**config.mk**
```make
export PLATFORM = sky130hd
export DESIGN_NAME = mdu_hilo
export DESIGN_NICKNAME = d
export VERILOG_FILES = /design/src/rtl/mdu_hilo.sv
export SDC_FILE = /design/constraint.sdc
export NUM_CORES = 2
export LEC_CHECK = 0
export ABC_CLOCK_PERIOD_IN_PS = 7000
export CELL_PAD_IN_SITES_DETAIL_PLACEMENT = 0
export CELL_PAD_IN_SITES_GLOBAL_PLACEMENT = 1
export CORE_UTILIZATION = 45
export CTS_BUF_LIST = sky130_fd_sc_hd__clkbuf_8
export CTS_CLUSTER_DIAMETER = 60
export DETAILED_ROUTE_END_ITERATION = 10
export GPL_ROUTABILITY_DRIVEN = 0
export GPL_TIMING_DRIVEN = 0
export PLACE_DENSITY = 0.75
export SYNTH_ARGS = -nofsm -noshare
export SYNTH_HDL_FRONTEND = slang
export SYNTH_SLANG_ARGS = --single-unit
```
**constraint.sdc**
```tcl
create_clock -name clk_i -period 7 [get_ports clk_i]
set_input_delay 0.7 -clock clk_i [delete_from_list [all_inputs] [get_ports clk_i]]
set_output_delay 0.7 -clock clk_i [all_outputs]
set_load 0.01 [all_outputs]
```
**src/rtl/mdu_hilo.sv**
```systemverilog
// Multiply/divide unit owning the HI/LO registers: fixed-latency multiply,
// restoring radix-2 divide with a sign-fixup cycle, plus direct MTHI/MTLO writes.
//
// state  | meaning
// S_IDLE | no operation in flight, accepts start_i
// S_MUL  | product already formed, counting down the multiply latency
// S_DIV  | one restoring-divide quotient bit per cycle, 32 cycles
// S_FIX  | sign fixup / divide-by-zero substitution, commits result
module mdu_hilo #(
    parameter int MUL_CYCLES = 5
) (
    input  logic        clk_i,
    input  logic        rst_i,
    input  logic        start_i,
    input  logic [1:0]  op_i,
    input  logic [31:0] a_i,
    input  logic [31:0] b_i,
    input  logic        mthi_i,
    input  logic        mtlo_i,
    input  logic [31:0] wd_i,
    output logic        busy_o,
    output logic        done_o,
    output logic [31:0] hi_o,
    output logic [31:0] lo_o
);

    localparam int CW = ($clog2(MUL_CYCLES) > 5) ? $clog2(MUL_CYCLES) : 5;

    typedef enum logic [1:0] {S_IDLE, S_MUL, S_DIV, S_FIX} state_e;

    state_e          state_q, state_d;
    logic [CW-1:0]   cnt_q, cnt_d;
    logic [31:0]     rem_q, rem_d, quo_q, quo_d;
    logic [31:0]     dvs_q, dvs_d, a_q, a_d;
    logic            negq_q, negq_d, negr_q, negr_d, dvz_q, dvz_d;
    logic [31:0]     hi_q, hi_d, lo_q, lo_d;
    logic            done_q, done_d;

    logic [63:0]     ext_a, ext_b, product;
    logic [31:0]     mag_a, mag_b;
    logic            is_sdiv;
    logic [32:0]     shifted;
    logic            sub_ok;
    logic            commit;
    logic [31:0]     res_hi, res_lo;

    always_ff @(posedge clk_i or posedge rst_i) begin
        if (rst_i) begin
            state_q <= S_IDLE;
            cnt_q   <= '0;
            rem_q   <= '0;
            quo_q   <= '0;
            dvs_q   <= '0;
            a_q     <= '0;
            negq_q  <= 1'b0;
            negr_q  <= 1'b0;
            dvz_q   <= 1'b0;
            hi_q    <= '0;
            lo_q    <= '0;
            done_q  <= 1'b0;
        end else begin
            state_q <= state_d;
            cnt_q   <= cnt_d;
            rem_q   <= rem_d;
            quo_q   <= quo_d;
            dvs_q   <= dvs_d;
            a_q     <= a_d;
            negq_q  <= negq_d;
            negr_q  <= negr_d;
            dvz_q   <= dvz_d;
            hi_q    <= hi_d;
            lo_q    <= lo_d;
            done_q  <= done_d;
        end
    end

    always_comb begin
        state_d = state_q;
        cnt_d   = cnt_q;
        rem_d   = rem_q;
        quo_d   = quo_q;
        dvs_d   = dvs_q;
        a_d     = a_q;
        negq_d  = negq_q;
        negr_d  = negr_q;
        dvz_d   = dvz_q;
        commit  = 1'b0;
        res_hi  = rem_q;
        res_lo  = quo_q;

        // op_i[0] selects unsigned; sign-extending to 64 bits makes one multiplier serve both
        is_sdiv = ~op_i[0];
        ext_a   = op_i[0] ? {32'd0, a_i} : {{32{a_i[31]}}, a_i};
        ext_b   = op_i[0] ? {32'd0, b_i} : {{32{b_i[31]}}, b_i};
        product = ext_a * ext_b;
        mag_a   = (is_sdiv && a_i[31]) ? -a_i : a_i;
        mag_b   = (is_sdiv && b_i[31]) ? -b_i : b_i;

        shifted = {rem_q, quo_q[31]};
        sub_ok  = shifted >= {1'b0, dvs_q};

        case (state_q)
            S_IDLE: begin
                if (start_i) begin
                    if (op_i[1]) begin
                        state_d = S_DIV;
                        cnt_d   = CW'(31);
                        rem_d   = '0;
                        quo_d   = mag_a;
                        dvs_d   = mag_b;
                        a_d     = a_i;
                        dvz_d   = (b_i == 32'd0);
                        negq_d  = is_sdiv & (a_i[31] ^ b_i[31]);
                        negr_d  = is_sdiv & a_i[31];
                    end else begin
                        state_d        = S_MUL;
                        cnt_d          = CW'(MUL_CYCLES - 1);
                        {rem_d, quo_d} = product;
                    end
                end
            end
            S_MUL: begin
                if (cnt_q == '0) begin
                    commit  = 1'b1;
                    state_d = S_IDLE;
                end else begin
                    cnt_d = cnt_q - CW'(1);
                end
            end
            S_DIV: begin
                // remainder stays below the divisor, so the low 32 bits are exact
                rem_d = sub_ok ? (shifted[31:0] - dvs_q) : shifted[31:0];
                quo_d = {quo_q[30:0], sub_ok};
                if (cnt_q == '0) begin
                    state_d = S_FIX;
                end else begin
                    cnt_d = cnt_q - CW'(1);
                end
            end
            S_FIX: begin
                commit  = 1'b1;
                state_d = S_IDLE;
                if (dvz_q) begin
                    res_hi = a_q;
                    res_lo = 32'hFFFF_FFFF;
                end else begin
                    res_hi = negr_q ? -rem_q : rem_q;
                    res_lo = negq_q ? -quo_q : quo_q;
                end
            end
            default: state_d = S_IDLE;
        endcase

        done_d = commit;
        hi_d   = mthi_i ? wd_i : (commit ? res_hi : hi_q);
        lo_d   = mtlo_i ? wd_i : (commit ? res_lo : lo_q);
    end

    assign busy_o = (state_q != S_IDLE);
    assign done_o = done_q;
    assign hi_o   = hi_q;
    assign lo_o   = lo_q;

endmodule
```
# After elaboration in Yosys (flattened, before gate mapping)
# Index checks and enable logic that the tools add are counted.
dict set report totals {
  register_bits 203
  inputBits 103
}
dict set report op_classes {
  n_addsub 6
  multipliers 1
  n_lt_le_gt_ge 1
  eq_ne 7
  n_mux 32
  n_bitwise 4
  n_reduce_logical 15
}
# operator n
set ops {}
lappend ops {{two-way mux 32 bit} 17}
lappend ops {{two-way mux 64 bit} 2}
lappend ops {{negator 32 bit} 4}
lappend ops {{one-hot mux 32 bit (2 select lines)} 2}
lappend ops {{multiplier 64 x 64 -> 64 bit} 1}
lappend ops {{>= comparator 33 x 32 -> 1 bit} 1}
lappend ops {{zero test 32 bit} 1}
lappend ops {{subtractor 32 bit} 1}
lappend ops {{two-way mux 5 bit} 3}
lappend ops {{one-hot mux 5 bit (2 select lines)} 1}
lappend ops {{nonzero test 2 bit} 5}
lappend ops {{AND reduction 3 bit} 3}
lappend ops {{two-way mux 2 bit} 4}
lappend ops {{inequality test 2 bit (second input constant)} 4}
lappend ops {{one-hot mux 2 bit (4 select lines)} 1}
lappend ops {{zero test 5 bit} 1}
lappend ops {{subtractor 5 x 1 -> 5 bit (second input constant)} 1}
lappend ops {{== test 2 bit (second input constant)} 2}
lappend ops {{AND 1 bit} 2}
lappend ops {{== test 2 x 1 -> 1 bit (second input constant)} 1}
lappend ops {{logical AND 1 bit} 2}
lappend ops {{zero test 2 bit} 1}
lappend ops {{one-hot mux 1 bit (2 select lines)} 1}
lappend ops {{AND reduction 2 bit} 1}
lappend ops {{other kinds (4)} 4}

# Longest topological paths before layout
dict set report logic_depth {
  word_depth 6
  ltp_mapped 35
  mapped_depth_nobuf 32
}

# Worst setup path before layout
# Ideal clock, no wire load.
dict set report synth_path {
  path_kind {input to register}
  from {in a_i[31]}
  to {reg rem_q[31]}
  t_arrival_ps 9592
  slack_ps -2662
  cell_stages 30
  n_path_buf 3
  path_cell_list {nor2b_1 > clkbuf_1 > clkbuf_1 > clkbuf_1 > nand2_1 > fa_1 > inv_1 > fa_1 > fa_1 > inv_1 > fa_1 > inv_1 > fa_1 > fa_1 > fa_1 > fa_1 > fa_1 > inv_1 > fa_1 > inv_1 > ha_1 > nand2_1 > nor4_2 > nand2_1 > o2111ai_1 > a21oi_2 > o31ai_4 > a31oi_1 > or4_1 > nand3_1}
}
dict set report synth_via {
  elab_chain_cells 5
}
# item line
set synth_lines {}
lappend synth_lines {{from (decl)} 16} ;# input logic [31:0] a_i,
lappend synth_lines {{two-way mux 64 bit} 93} ;# ext_a = op_i[0] ? {32'd0, a_i} : {{32{a_i[31]}}, a_i};
lappend synth_lines {{multiplier 64 x 64 -> 64 bit} 95} ;# product = ext_a * ext_b;
lappend synth_lines {{two-way mux 32 bit} 105} ;# if (op_i[1]) begin
lappend synth_lines {{two-way mux 32 bit} 104} ;# if (start_i) begin
lappend synth_lines {{one-hot mux 32 bit (2 select lines)} 102} ;# case (state_q)
lappend synth_lines {{to (signal assigned)} 64} ;# rem_q <= rem_d;
lappend synth_lines {{to (decl)} 33} ;# logic [31:0] rem_q, rem_d, quo_q, quo_d;
# Every way passes these cells. The select of a mux whose other input is x is not followed.
# A chain may end at the register's enable or synchronous reset.

# Worst setup path in the final report
# Ends and elaborated chain as after synthesis.

==> impl_metrics.tcl <==
set metrics [dict create \
    layout-drive-gt1-share_pct 14.5 \
    regToRegStartpoint "rem_q[25]" \
    start_kind "input pin" \
    setup_viol 49 \
    post-route-drc-count 0 \
    place.port_buffers 114 \
    period_share_pct 130 \
    crit_path_end "rem_q[31]" \
    ys_warn_count 0 \
    layout_common_cells "inv_1, fa_1, nand2_1, and2_1, ha_1" \
    dp.cells 8834 \
    synth_top_cell_area_share_pct 45.7 \
    grt_usage_pct 36.2 \
    syn-mean-instance-area_um2 8.99 \
    mostFrequentLayoutCell "inv_1" \
    die-area_um2 140000 \
    synth-main-ff-cell "dfrtp_1" \
    run_status "finished with violations" \
    final_nets 9133 \
    worst_path_max_delay_cell "fa_2" \
    netlist_instances 6924 \
    hold_viol 0 \
    initial_core_util_pct 45.3 \
    grt_remaining_overflow 0 \
    h-tree-depth 2 \
    synth_edf_count 0 \
    ys_top_cells_by_area "fa_1, inv_1, dfrtp_1" \
    num_rows 136 \
    worstPathMaxFanout 7 \
    first_iter_violations 5595 \
    final_cells 9091 \
    synth_nets 8798 \
    grt_pass1_wl_um 365000 \
    cts_tree "built" \
    required_ns 7.48 \
    route.met2.wl_um 112000 \
    crit_top_cell "fa_1" \
    crit_path_start "a_i[31]" \
    hold_class "register to register" \
    regToRegEndpoint "rem_q[31]" \
    cpPeakStageDelay_ns 0.65 \
    fin_worst_skew_ns 0.0181 \
    num_io_pins 169 \
    cts_inserted_buffers 37 \
    clockBufferDepth 3 \
    arrival_ns 9.59 \
    yosysTopAreaCell "fa_1" \
    worstSkewPairLatency_ns 0.56 \
    clock.fmax_mhz 110 \
    cts-root-buf "clkbuf_8" \
    synthesis.area_um2 62200 \
    crit_type "input pin to register" \
    maxUsedRoutingLayer "met5" \
    regToRegSetupSlack_ns 3.06 \
    slew_viol_final 0 \
    synthToLayoutAreaGrowth_pct 16.8 \
    vias_per_cell 5.73 \
    cp-end-kind "register" \
    antenna_left 0 \
    first_pass_iters 6 \
    routedWlPerCell_um 27.7 \
    place_area_um2 67200 \
    fp.coreArea_um2 137000 \
    m1WireLength_um 95300 \
    ys_types 94 \
    clk_pin_slew_ns 0.06 \
    worst_pin_slew_ns 1.33 \
    hpwlAfterDp_um 208000 \
    r2r_cells 12 \
    tns_ns -66.59 \
    worst_slack_ns -2.10 \
    relSlewSlack_pct 11.0 \
    async_flop_share_pct 100 \
    period_minus_slack_ns 9.10 \
    holdBufCountCts 0 \
    seq_area_frac_synth_pct 8.16 \
    first_global_vias 54000 \
    ys_seq_elements 203 \
    rsz0062_at_grt "true" \
    grt_start_max_net_pins 126 \
    wl_met3_um 27000 \
    routed_wl_um 252000 \
    die_y_um 374 \
    die_x_um 374 \
    cts_sinks 203 \
    antenna_found_initial 23 \
    route.vias.total 52000 \
    violations "negative setup slack" \
    fin_area_um2 72700 \
    cap_violations 0 \
]
-- metrics by stage --
stage          setup WS, ns  utilization, %  hold WS (ns)
4_1_cts               -2.01            51.4         0.484
5_1_grt               -2.23            52.9         0.465
3_5_place_dp          -5.41            48.9         0.472
6_report              -2.10            52.9         0.486
3_3_place_gp          -5.47            48.9         0.468
2_1_floorplan         -1.86               -         0.449
-- critical path, delay by kind of cell --
kind,cells,cell delay [ns]
adders and majority gates,11,5.58
buffers and inverters,11,1.11
and+or+nand+nor,8,1.62
AOI/OAI and AO/OA,3,0.54
-- state kept, by name, summed over array words and instances, names as in the netlist --
name     flops
negr_q       1
hi_o        32
cnt_q        5
dvs_q       32
quo_q       32
rem_q       32
dvz_q        1
a_q         32
lo_o        32
state_q      2
negq_q       1
done_o       1
-- what timing repair did --
action                     CTS  global route
pin swaps                  127           222
setup buffers              104            93
gates resized for setup    560           497
setup endpoints to repair   55            55
cloned                       0             2
-- routing by layer --
layer  vias to the layer above  GRT usage (%)
met2                      3047           56.4
met5                         -              0
met1                     26700           46.5
met4                         4           20.9
met3                       685           7.99
li1                      21600              -
-- how the worst min path moves through the flow --
stage,startpoint,depth (start not counted),slack [ns],endpoint
floorplan,a_q[0],2,0.45,a_q[0]
global placement,dvs_q[2],2,0.47,dvs_q[2]
detailed placement,dvs_q[5],2,0.47,dvs_q[5]
CTS,dvs_q[5],2,0.48,dvs_q[5]
global route,a_i[20],2,0.46,a_q[20]
finish,dvs_q[5],2,0.49,dvs_q[5]
-- synthesized netlist by cell type (all sizes together), types with 26 or more instances --
cell	instances
o211ai	28
xnor2	137
nand2	785
mux2	34
clkbuf	344
and2	587
buf	55
xor2	76
a21o	40
a211oi	34
a31oi	26
fa	1420
nand3	29
dfrtp	203
o31ai	45
nand4	29
nor2	215
ha	351
o22ai	41
a21oi	211
inv	1606
o21ai	241
nor3	67
-- final cells by class --
type | count | area (µm²)
diodes | 14 | 35.0
plain buffers | 386 | 3520
clock buffers | 43 | 592
clock inverters | 20 | 110
fillers | 12500 | 64600
inverters | 1607 | 6060
multi-input cells | 4715 | 52100
flip-flops and latches | 203 | 5080
well taps | 1794 | 2240
repair buffers | 309 | 3010
-- kinds of logic after synthesis --
| family | Yosys count | share of synthesized area (%) |
|---|---|---|
| AOI/OAI and AO/OA | 851 | 8.76 |
| muxes | 43 | 0.772 |
| xor gates and xnor gates | 213 | 3.00 |
| buffers and inverters | 2006 | 12.1 |
| adders and majority gates | 1774 | 52.8 |
| DFF | 203 | 8.16 |
| and+or+nand+nor | 1834 | 14.4 |
Power is not shown: default switching activity piles up to over one toggle a cycle in this logic, so the estimate is an artifact.
